`src/rtl/embarcacao_pkg.sv`:
```
// Shared constants, FSM state and board helpers for ship placement.
// Coordinates are 4-bit codes 1..8; 0 means "not drawn".
package embarcacao_pkg;

  localparam int         TAM_TAB   = 8;
  localparam logic [3:0] COORD_MIN = 4'd1;
  localparam logic [3:0] COORD_MAX = 4'd8;
  localparam int         MAX_CEL   = 5;

  localparam int VALIDO = 0;
  localparam int ORIENT = 1;

  typedef enum logic [1:0] {
    IDLE,
    POSICIONANDO,
    VALIDANDO,
    CONFIRMADO
  } estado_t;

  function automatic int x_lsb(int k);
    return 3 + 8 * k;
  endfunction

  function automatic int y_lsb(int k);
    return 7 + 8 * k;
  endfunction

  // Bit (Y-1)*8 + (X-1) of the occupancy map.
  function automatic logic [5:0] ocup_idx(
    logic [3:0] x,
    logic [3:0] y
  );
    logic [5:0] xx;
    logic [5:0] yy;
    xx = {2'b00, x} - 6'd1;
    yy = {2'b00, y} - 6'd1;
    return (yy << 3) + xx;
  endfunction

  function automatic logic [3:0] cel_x(
    logic [3:0] x0,
    logic       vert,
    logic [2:0] k
  );
    return vert ? x0 : x0 + {1'b0, k};
  endfunction

  function automatic logic [3:0] cel_y(
    logic [3:0] y0,
    logic       vert,
    logic [2:0] k
  );
    return vert ? y0 + {1'b0, k} : y0;
  endfunction

  function automatic logic [63:0] monta_palavra(
    logic [3:0] x0,
    logic [3:0] y0,
    logic       vert,
    logic       valido,
    int         len
  );
    logic [63:0] w;
    w = '0;
    for (int k = 0; k < MAX_CEL; k++) begin
      if (k < len) begin
        w[x_lsb(k) +: 4] = cel_x(x0, vert, 3'(k));
        w[y_lsb(k) +: 4] = cel_y(y0, vert, 3'(k));
      end
    end
    w[ORIENT] = vert;
    w[VALIDO] = valido;
    return w;
  endfunction

  function automatic logic [63:0] mascara(
    logic [3:0] x0,
    logic [3:0] y0,
    logic       vert,
    int         len
  );
    logic [63:0] m;
    m = '0;
    for (int k = 0; k < MAX_CEL; k++) begin
      if (k < len) begin
        m[ocup_idx(cel_x(x0, vert, 3'(k)),
                   cel_y(y0, vert, 3'(k)))] = 1'b1;
      end
    end
    return m;
  endfunction

endpackage

```
`src/rtl/posicionador_embarcacao_detector_borda.sv`:
```
// Rising-edge detector for W synchronous levels.
// Ports: clk, reset, sinal[W] in; borda[W] out (combinational pulse).
module detector_borda #(
  parameter int W = 1
) (
  input  logic         clk,
  input  logic         reset,
  input  logic [W-1:0] sinal,
  output logic [W-1:0] borda
);

  // Resets to ones: a level held through reset gives no edge.
  logic [W-1:0] ant;

  always_ff @(posedge clk) begin
    if (reset) ant <= '1;
    else       ant <= sinal;
  end

  assign borda = sinal & ~ant;

endmodule

```
`src/rtl/posicionador_embarcacao.sv`:
```
// Ship-placement controller: buttons -> packed ship-position word.
// Ports: clk, reset, iniciar, btn_*, ocupado in; word, pronto, erro, ocupado_proprio out.
module posicionador_embarcacao
  import embarcacao_pkg::*;
#(
  parameter int TAMANHO = 2
) (
  input  logic        clk,
  input  logic        reset,
  input  logic        iniciar,
  input  logic        btn_cima,
  input  logic        btn_baixo,
  input  logic        btn_esq,
  input  logic        btn_dir,
  input  logic        btn_girar,
  input  logic        btn_confirma,
  input  logic [63:0] ocupado,
  output logic [63:0] posicoesEmbarcacao,
  output logic        pronto,
  output logic        erro,
  output logic [63:0] ocupado_proprio
);

  localparam logic [3:0] EXT  = 4'(TAMANHO - 1);
  localparam logic [2:0] NCEL = 3'(TAMANHO);

  // Event order: confirma, girar, cima, baixo, esq, dir.
  logic [5:0] ev;

  detector_borda #(.W(6)) u_borda (
    .clk   (clk),
    .reset (reset),
    .sinal ({btn_confirma, btn_girar, btn_cima,
             btn_baixo, btn_esq, btn_dir}),
    .borda (ev)
  );

  estado_t    estado, est_n;
  logic [3:0] x0, y0, x_n, y_n;
  logic       vert, v_n;
  logic [2:0] idx, idx_n;
  logic       hit, hit_n;
  logic       pronto_n, erro_n;

  logic ok_cima, ok_baixo, ok_esq, ok_dir, ok_girar;
  logic hit_now;

  always_comb begin
    // Last-cell coordinate after the move must stay <= 8.
    ok_cima  = (y0 + 4'd1 + (vert ? EXT : 4'd0))
               <= COORD_MAX;
    ok_dir   = (x0 + 4'd1 + (vert ? 4'd0 : EXT))
               <= COORD_MAX;
    ok_baixo = y0 > COORD_MIN;
    ok_esq   = x0 > COORD_MIN;
    ok_girar = vert ? ((x0 + EXT) <= COORD_MAX)
                    : ((y0 + EXT) <= COORD_MAX);
    hit_now  = ocupado[ocup_idx(cel_x(x0, vert, idx),
                                cel_y(y0, vert, idx))];
  end

  always_comb begin
    est_n    = estado;
    x_n      = x0;
    y_n      = y0;
    v_n      = vert;
    idx_n    = idx;
    hit_n    = hit;
    pronto_n = 1'b0;
    erro_n   = 1'b0;
    if (iniciar) begin
      est_n = POSICIONANDO;
      x_n   = COORD_MIN;
      y_n   = COORD_MIN;
      v_n   = 1'b0;
    end else begin
      unique case (estado)
        IDLE: ;
        POSICIONANDO: begin
          priority case (1'b1)
            ev[5]: begin
              est_n = VALIDANDO;
              idx_n = '0;
              hit_n = 1'b0;
            end
            ev[4]: if (ok_girar) v_n = ~vert;
            ev[3]: if (ok_cima)  y_n = y0 + 4'd1;
            ev[2]: if (ok_baixo) y_n = y0 - 4'd1;
            ev[1]: if (ok_esq)   x_n = x0 - 4'd1;
            ev[0]: if (ok_dir)   x_n = x0 + 4'd1;
            default: ;
          endcase
        end
        VALIDANDO: begin
          // One cell per cycle, then one decision cycle.
          if (idx == NCEL) begin
            est_n    = hit ? POSICIONANDO : CONFIRMADO;
            erro_n   = hit;
            pronto_n = ~hit;
          end else begin
            hit_n = hit | hit_now;
            idx_n = idx + 3'd1;
          end
        end
        CONFIRMADO: ;
        default: est_n = IDLE;
      endcase
    end
  end

  always_ff @(posedge clk) begin
    if (reset) begin
      estado             <= IDLE;
      x0                 <= COORD_MIN;
      y0                 <= COORD_MIN;
      vert               <= 1'b0;
      idx                <= '0;
      hit                <= 1'b0;
      pronto             <= 1'b0;
      erro               <= 1'b0;
      posicoesEmbarcacao <= '0;
      ocupado_proprio    <= '0;
    end else begin
      estado <= est_n;
      x0     <= x_n;
      y0     <= y_n;
      vert   <= v_n;
      idx    <= idx_n;
      hit    <= hit_n;
      pronto <= pronto_n;
      erro   <= erro_n;
      posicoesEmbarcacao <= (est_n == IDLE) ? '0 :
        monta_palavra(x_n, y_n, v_n,
                      est_n == CONFIRMADO, TAMANHO);
      ocupado_proprio <= (est_n == CONFIRMADO) ?
        mascara(x_n, y_n, v_n, TAMANHO) : '0;
    end
  end

endmodule

```
`config.mk`:
```
export PLATFORM = sky130hd
export DESIGN_NAME = posicionador_embarcacao
export DESIGN_NICKNAME = d
export VERILOG_FILES = /design/src/rtl/embarcacao_pkg.sv /design/src/rtl/posicionador_embarcacao_detector_borda.sv /design/src/rtl/posicionador_embarcacao.sv
export SDC_FILE = /design/constraint.sdc
export NUM_CORES = 1
export LEC_CHECK = 0
export ABC_CLOCK_PERIOD_IN_PS = 6900
export CELL_PAD_IN_SITES_DETAIL_PLACEMENT = 1
export CELL_PAD_IN_SITES_GLOBAL_PLACEMENT = 2
export CORE_MARGIN = 5
export CORE_UTILIZATION = 27
export DETAILED_ROUTE_END_ITERATION = 8
export PLACE_DENSITY = 0.77
export RECOVER_POWER = 50
export SYNTH_ARGS = -nofsm -noshare
export SYNTH_HDL_FRONTEND = slang
export SYNTH_SLANG_ARGS = --single-unit
```
`constraint.sdc`:
```
create_clock -name clk -period 6.9 [get_ports clk]
set_input_delay 1.035 -clock clk [delete_from_list [all_inputs] [get_ports clk]]
set_output_delay 1.035 -clock clk [all_outputs]
set_load 0.03 [all_outputs]
```
==> impl_metrics.py, run 1 <==
metrics = {
    "power_and_ir_drop": {
        "p_leak_nw": 3.227,
        "pwr_density_cell_nw_per_um2": 160.8,
        "internal-power_uw": 945.3,
        "finalPower_mw": 1.339,
        "p_seq_frac": 0.457,
        "clock_power_share": 0.405,
        "swShare": 0.2941,
        "switchingPower_uw": 393.9,
        "ir_worst_vdd_v": 0.0001164,
        "combPwrFrac": 0.137,
    },
    "logic_synthesis": {
        "synth_seq_cells": 105,
        "yosysTopAreaCell": "dfxtp_1",
        "synth-adder-area-share": 0.06964,
        "synth_cell_types": 69,
        "synth_area_sq_um": 6289,
        "synth_xor_area_frac": 0.05472,
        "yosys_warnings": 0,
        "synth_top_family_by_area": "simple AND/OR/NAND/NOR gates",
        "synth_edf_count": 0,
        "synth_seq_area_share": 0.3343,
        "synthDominantCellAreaShare": 0.3343,
        "synth_async_sr_flop_share": 0,
        "muxShareOfSynthArea": 0.07979,
        "postSynthCellCount": 693,
        "yosys-top-cells-area": "dfxtp_1 (33%), buf_4 (5.7%), mux4_2 (5.7%)",
        "synth_compound_area_frac": 0.1647,
        "yosys-top-cells-count": "dfxtp_1 (105), nand3_1 (53), nor2_1 (51)",
        "syn_avg_cell_area_sq_um": 9.074,
        "synth-simple-area-share": 0.1960,
        "synth.most_common_cell": "dfxtp_1",
        "synth_ff_type": "dfxtp_1",
    },
    "routing": {
        "viasPerCell": 4.902,
        "ant_nets": 0,
        "drc": 0,
        "dr_total_vias": 5627,
        "routed_wl_um": 20790,
        "avgRoutedWirePerCell_um": 18.11,
        "dr.first_iter.drc_count": 255,
        "firstDrtPassIters": 4,
    },
    "timing": {
        "post-route-min-period_ns": 6.007,
        "tns_ns": 0,
        "min_period_over_period": 0.8706,
        "max_freq_mhz": 166.5,
        "worst_slew_pin_slew_ns": 1.307,
        "setup-violations-final": 0,
        "slew_violations": 0,
        "hold_viol_final": 0,
        "hold_ws_ns": 0.5016,
        "max-slew-margin-rel": 0.1220,
        "finClkSkew_ns": 0.01161,
        "rsz0062_at_grt": "false",
    },
    "worst_setup_path": {
        "critPathKind": "input port to flip-flop",
        "path_max_fanout": 32,
        "startpoint_type": "input port",
        "arrival_ns": 6.20,
        "end_kind": "flip-flop",
        "critical_path_required_ns": 7.10,
    },
    "flow_run": {
        "drv_cap": 0,
    },
    "place": {
        "io_buffer_count": 156,
        "hpwl_um": 16050,
        "gp_congestion": 0.8117,
    },
    "run_status": {
        "outcome": "finished clean",
    },
    "global_route": {
        "grt_usage": 0.1559,
        "grt_pass1_vias": 5829,
        "overflow": 0,
        "grt_pass1_wl_um": 32830,
        "antenna_found_initial": 0,
        "grt_max_degree": 33,
    },
    "clocking": {
        "cts_inserted_buffers": 9,
        "cts_resized": 0,
        "clk-insertion-delay-late_ns": 0.36,
        "clock-root-buffer": "clkbuf_16",
        "cts_setup_buffers": 0,
        "cts.path.max_buffers": 2,
        "cts_tree": "built",
        "htree_levels": 3,
        "cts_sinks": 105,
        "ctsHoldBuffers": 0,
        "clk_pin_slew_ns": 0.08,
    },
    "final_layout": {
        "finish.utilization": 0.3656,
        "syn2layout_area_growth_pct": 32.43,
        "fin_nets": 935,
        "fillers": 2646,
        "drive_gt1_frac": 0.08862,
        "diodes": 0,
    },
    "min_path": {
        "min_path_type": "flip-flop to flip-flop",
    },
    "floorplanning": {
        "die_area_sq_um": 26440,
        "die_w_um": 162.6,
        "rows": 55,
        "io_pins": 203,
        "core_sq_um": 22780,
        "start_util": 0.2761,
        "dieHeight_um": 162.6,
    },
}
-- per-layer routing --
metal,share of wire,GRT usage
met1,0.47,0.2153
met2,0.47,0.2499
met3,0.048,0.03113
met4,0.015,0.04041
met5,0,0
-- flip-flops by register name (all words and copies together), names as in the netlist, 2 cells and up --
name                count
ocupado_proprio        64
u_borda.ant             6
y0                      4
x0                      4
idx                     3
estado                  2
posicoesEmbarcacao     18
-- cells by family (layout without fill, tap and decap cells) --
| family | after synthesis | count (layout) |
|---|---|---|
| DFF | 105 | 105 |
| AOI/OAI and AO/OA | 139 | 139 |
| muxes | 30 | 30 |
| buffers and inverters | 111 | 208 |
| adders and majority gates | 32 | 32 |
| and+or+nand+nor | 240 | 240 |
| xor gates and xnor gates | 35 | 35 |
| other | 1 | 46 |
-- placed cells by master (no fill, tap or decap), types with 9 or more instances in the layout --
master and count:
nor3_1 19, a21oi_1 22, nor2b_1 15, inv_1 25, clkbuf_16 9, nor2_1 51, mux2i_1 12, o32ai_1 27
xnor2_1 18, clkdlybuf4s50_1 72, conb_1 46, dfxtp_1 105, nand3_1 53, o21ai_0 13, o31ai_1 37, nand2b_1 14
nand2_1 45, ha_1 27, buf_4 10, xor2_1 9, dlygate4sd3_1 84, mux4_2 16
-- power by group through the flow --
stage          Combinational [mW]  Clock (mW)  Sequential (mW)
2_1_floorplan               0.131           0            0.630
3_3_place_gp                0.182           0            0.627
3_5_place_dp                0.184           0            0.627
4_1_cts                     0.185       0.564            0.613
5_1_grt                     0.198       0.585            0.613
6_report                    0.184       0.542            0.613
-- final timing paths --
kind / startpoint / to / slack (ns) / cells past startpoint
max: btn_confirma / ocupado_proprio[25] / 0.89 / 18
min: hit / pronto / 0.50 / 1
min reg2reg: hit / pronto / 0.50 / 1
max reg2reg: x0[0] / ocupado_proprio[25] / 0.92 / 19
-- critical path: stages --
cell	delay, ns
clkdlybuf4s50_1	0.42
nand2b_1	0.15
nand4b_1	0.21
or3b_1	0.41
a22oi_1	0.48
inv_1	0.28
or3_1	0.41
a21oi_1	0.22
ha_1	0.21
inv_1	0.08
or4_1	0.53
o32a_2	0.27
fa_1	0.42
xor2_1	0.17
xnor2_2	0.24
xor2_2	0.15
buf_4	0.34
o32ai_1	0.15
-- cell type report --
cell class                      count  area, sq um  area share
Sequential cell                   105         2102      0.2524
Inverter                           25        93.84     0.01127
Clock inverter                      7        91.34     0.01097
Timing Repair Buffer              167         1640      0.1970
Clock buffer                        9        225.2     0.02704
Multi-Input combinational cell    522         3784      0.4543
Tap cell                          313        391.6     0.04703
-- metrics by stage --
step                instance area, sq um  setup WS (ns)  std cells
floorplan                           6457          1.704        738
global placement                    8015         0.6143       1132
detailed placement                  8015         0.5124       1132
CTS                                 8332         0.8958       1148
global route                        8328         0.4726       1148
finish                              8328         0.8930       1148
No activity file was read; power rests on OpenSTA's default activity.
==> run 2: changes to the inputs <==
ABC_CLOCK_PERIOD_IN_PS = default   (was 6900)
==> results of run 2 <==
The final DEF is identical to that of run 1; final timing and power are the same.
==> run 3: changes to the inputs <==
CORE_UTILIZATION = 28   (was 27)
CTS_BUF_LIST = sky130_fd_sc_hd__clkbuf_4   (was default)
PLACE_DENSITY = 0.8   (was 0.77)
==> impl_metrics.py, run 3 (synthesis results as in run 1) <==
metrics = {
    "run_status": {
        "outcome": "finished clean",
    },
    "global_route": {
        "use_met2": 0.2620,
        "grt_pass1_vias": 5913,
        "grt-busiest-layer": "met2",
        "use_met3": 0.03840,
        "antenna_found_initial": 1,
        "grt_max_degree": 33,
        "use_met1": 0.2188,
        "grt_usage": 0.1602,
        "grt_pass1_wl_um": 33240,
        "overflow": 0,
    },
    "worst_setup_path": {
        "reg2reg_from": "x0[1]",
        "arrival_ns": 6.70,
        "cp.buffers_inverters": 3,
        "critPathKind": "flip-flop to flip-flop",
        "critical_path_required_ns": 7.31,
        "path_delay_family": "compound AO/OA/AOI/OAI gates",
        "path_max_fanout": 21,
        "startpoint": "x0[1]",
        "crit_end": "ocupado_proprio[55]",
        "rrSetupSlack_ns": 0.60,
        "worstRegToRegCells": 19,
        "slowest_delay_ns": 0.86,
        "crit_path_cell_trace": "inv_1 > ha_1 > ha_1 > nor2_1 > a31oi_1 > a2111oi_4 > a21oi_2 > or3_1 > a21oi_1 > ha_1 > inv_1 > or4_1 > o32a_2 > fa_1 > xor2_1 > xnor2_2 > xnor2_2 > buf_4 > o32ai_1",
        "r2r_end": "ocupado_proprio[55]",
        "cpMostUsedCell": "ha_1",
        "end_kind": "flip-flop",
        "crit_slowest_cell": "xnor2_2",
        "startpoint_type": "flip-flop",
        "path_depth": 19,
    },
    "routing": {
        "ant_nets": 0,
        "drc": 0,
        "dr.first_iter.drc_count": 334,
        "firstDrtPassIters": 5,
        "viasPerCell": 5.050,
        "routed_wl_um": 20680,
        "avgRoutedWirePerCell_um": 18.35,
        "dr_total_vias": 5691,
    },
    "timing": {
        "hold_viol_final": 0,
        "max-slew-margin-rel": 0.1799,
        "min_period_over_period": 0.9124,
        "finClkSkew_ns": 0.04001,
        "max_freq_mhz": 158.8,
        "tns_ns": 0,
        "slew_violations": 0,
        "post-route-min-period_ns": 6.296,
        "rsz0062_at_grt": "false",
        "worst_slew_pin_slew_ns": 1.221,
        "setup-violations-final": 0,
    },
    "clocking": {
        "cts_tree": "built",
        "clk_pin_slew_ns": 0.18,
        "clock-root-buffer": "clkbuf_4",
        "cts.path.max_buffers": 2,
        "cts_setup_buffers": 0,
        "clk-insertion-delay-late_ns": 0.51,
        "ctsHoldBuffers": 0,
        "htree_levels": 3,
        "cts_inserted_buffers": 9,
        "cts_sinks": 105,
        "cts_resized": 0,
    },
    "floorplanning": {
        "core_sq_um": 21960,
        "die_area_sq_um": 25560,
        "rows": 54,
        "dieHeight_um": 159.9,
        "die_w_um": 159.9,
        "io_pins": 203,
        "start_util": 0.2864,
    },
    "final_layout": {
        "largest_reg_flops": 64,
        "final_common_cell": "dfxtp_1",
        "drive_gt1_frac": 0.09693,
        "syn2layout_area_growth_pct": 30.40,
        "reg_top3": "ocupado_proprio x64, posicoesEmbarcacao x18, u_borda.ant x6",
        "mostFrequentLayoutCells": "dfxtp_1 (105), dlygate4sd3_1 (80), clkdlybuf4s50_1 (76), nand3_1 (53), nor2_1 (51)",
        "finish.utilization": 0.3734,
        "regMostFlops": "ocupado_proprio",
        "fin_area_sq_um": 8200,
        "fin_nets": 946,
    },
    "place": {
        "io_buffer_count": 156,
        "hpwl_um": 16030,
        "dpl_cell_area_sq_um": 8044,
        "gp_congestion": 0.8356,
    },
    "power_and_ir_drop": {
        "ir_worst_vdd_v": 0.0001064,
        "pwr_density_cell_nw_per_um2": 140.9,
        "p_leak_nw": 3.188,
    },
    "flow_run": {
        "drv_cap": 0,
    },
    "min_path": {
        "min_path_type": "flip-flop to flip-flop",
    },
}
## run 3: changes by cell type in the layout (fill, tap and decap cells not counted), sizes merged
cell / before / now
buf: 10 / 20
bufinv: 0 / 1
clkbuf: 10 / 11
clkdlybuf4s50: 72 / 76
clkinv: 3 / 2
clkinvlp: 0 / 1
diode: 0 / 1
dlygate4sd3: 84 / 80
inv: 29 / 28
## run 3: area by class of cell
| class | count | area [sq um] |
|---|---|---|
| tap | 280 | 350.3 |
| multi-input combinational | 522 | 3771 |
| sequential | 105 | 2102 |
| clock buffer | 9 | 67.56 |
| timing repair buffer | 178 | 1719 |
| clock inverter | 7 | 93.84 |
| inverter | 25 | 93.84 |
| fill | 2564 | 13760 |
| antenna | 1 | 2.502 |
## run 3: layer usage
layer  share of wire  vias up
li1                -     2718
met1            0.47     2779
met2            0.47      172
met3           0.052       22
met4           0.011        0
met5               0        -
## run 3: how the worst min path moves through the flow
stage | from | endpoint | slack, ns | cells past startpoint
2_1_floorplan | hit | pronto | 0.44 | 1
3_3_place_gp | hit | pronto | 0.48 | 1
3_5_place_dp | hit | pronto | 0.47 | 1
4_1_cts | hit | pronto | 0.50 | 1
5_1_grt | hit | pronto | 0.55 | 1
6_report | hit | pronto | 0.50 | 1
## run 3: through the flow
step | instances | setup WS (ns) | total power, mW | hold WS [ns]
after CTS | 1126 | 0.5351 | 1.173 | 0.4973
final | 1127 | 0.6041 | 1.156 | 0.4952
after detailed placement | 1110 | 0.3197 | 0.8133 | 0.4741
after floorplan | 738 | 1.704 | 0.7606 | 0.4377
after global placement | 1110 | 0.5363 | 0.8111 | 0.4795
after global routing | 1127 | 0.1645 | 1.209 | 0.5492
## run 3: power by group
part	switching, mW	internal [mW]	leakage (nW)	total (mW)
registers	0.00258	0.612	0.849	0.614
clock network	0.235	0.120	0.0833	0.355
logic	0.113	0.0738	2.26	0.187
total	0.350	0.805	3.19	1.16
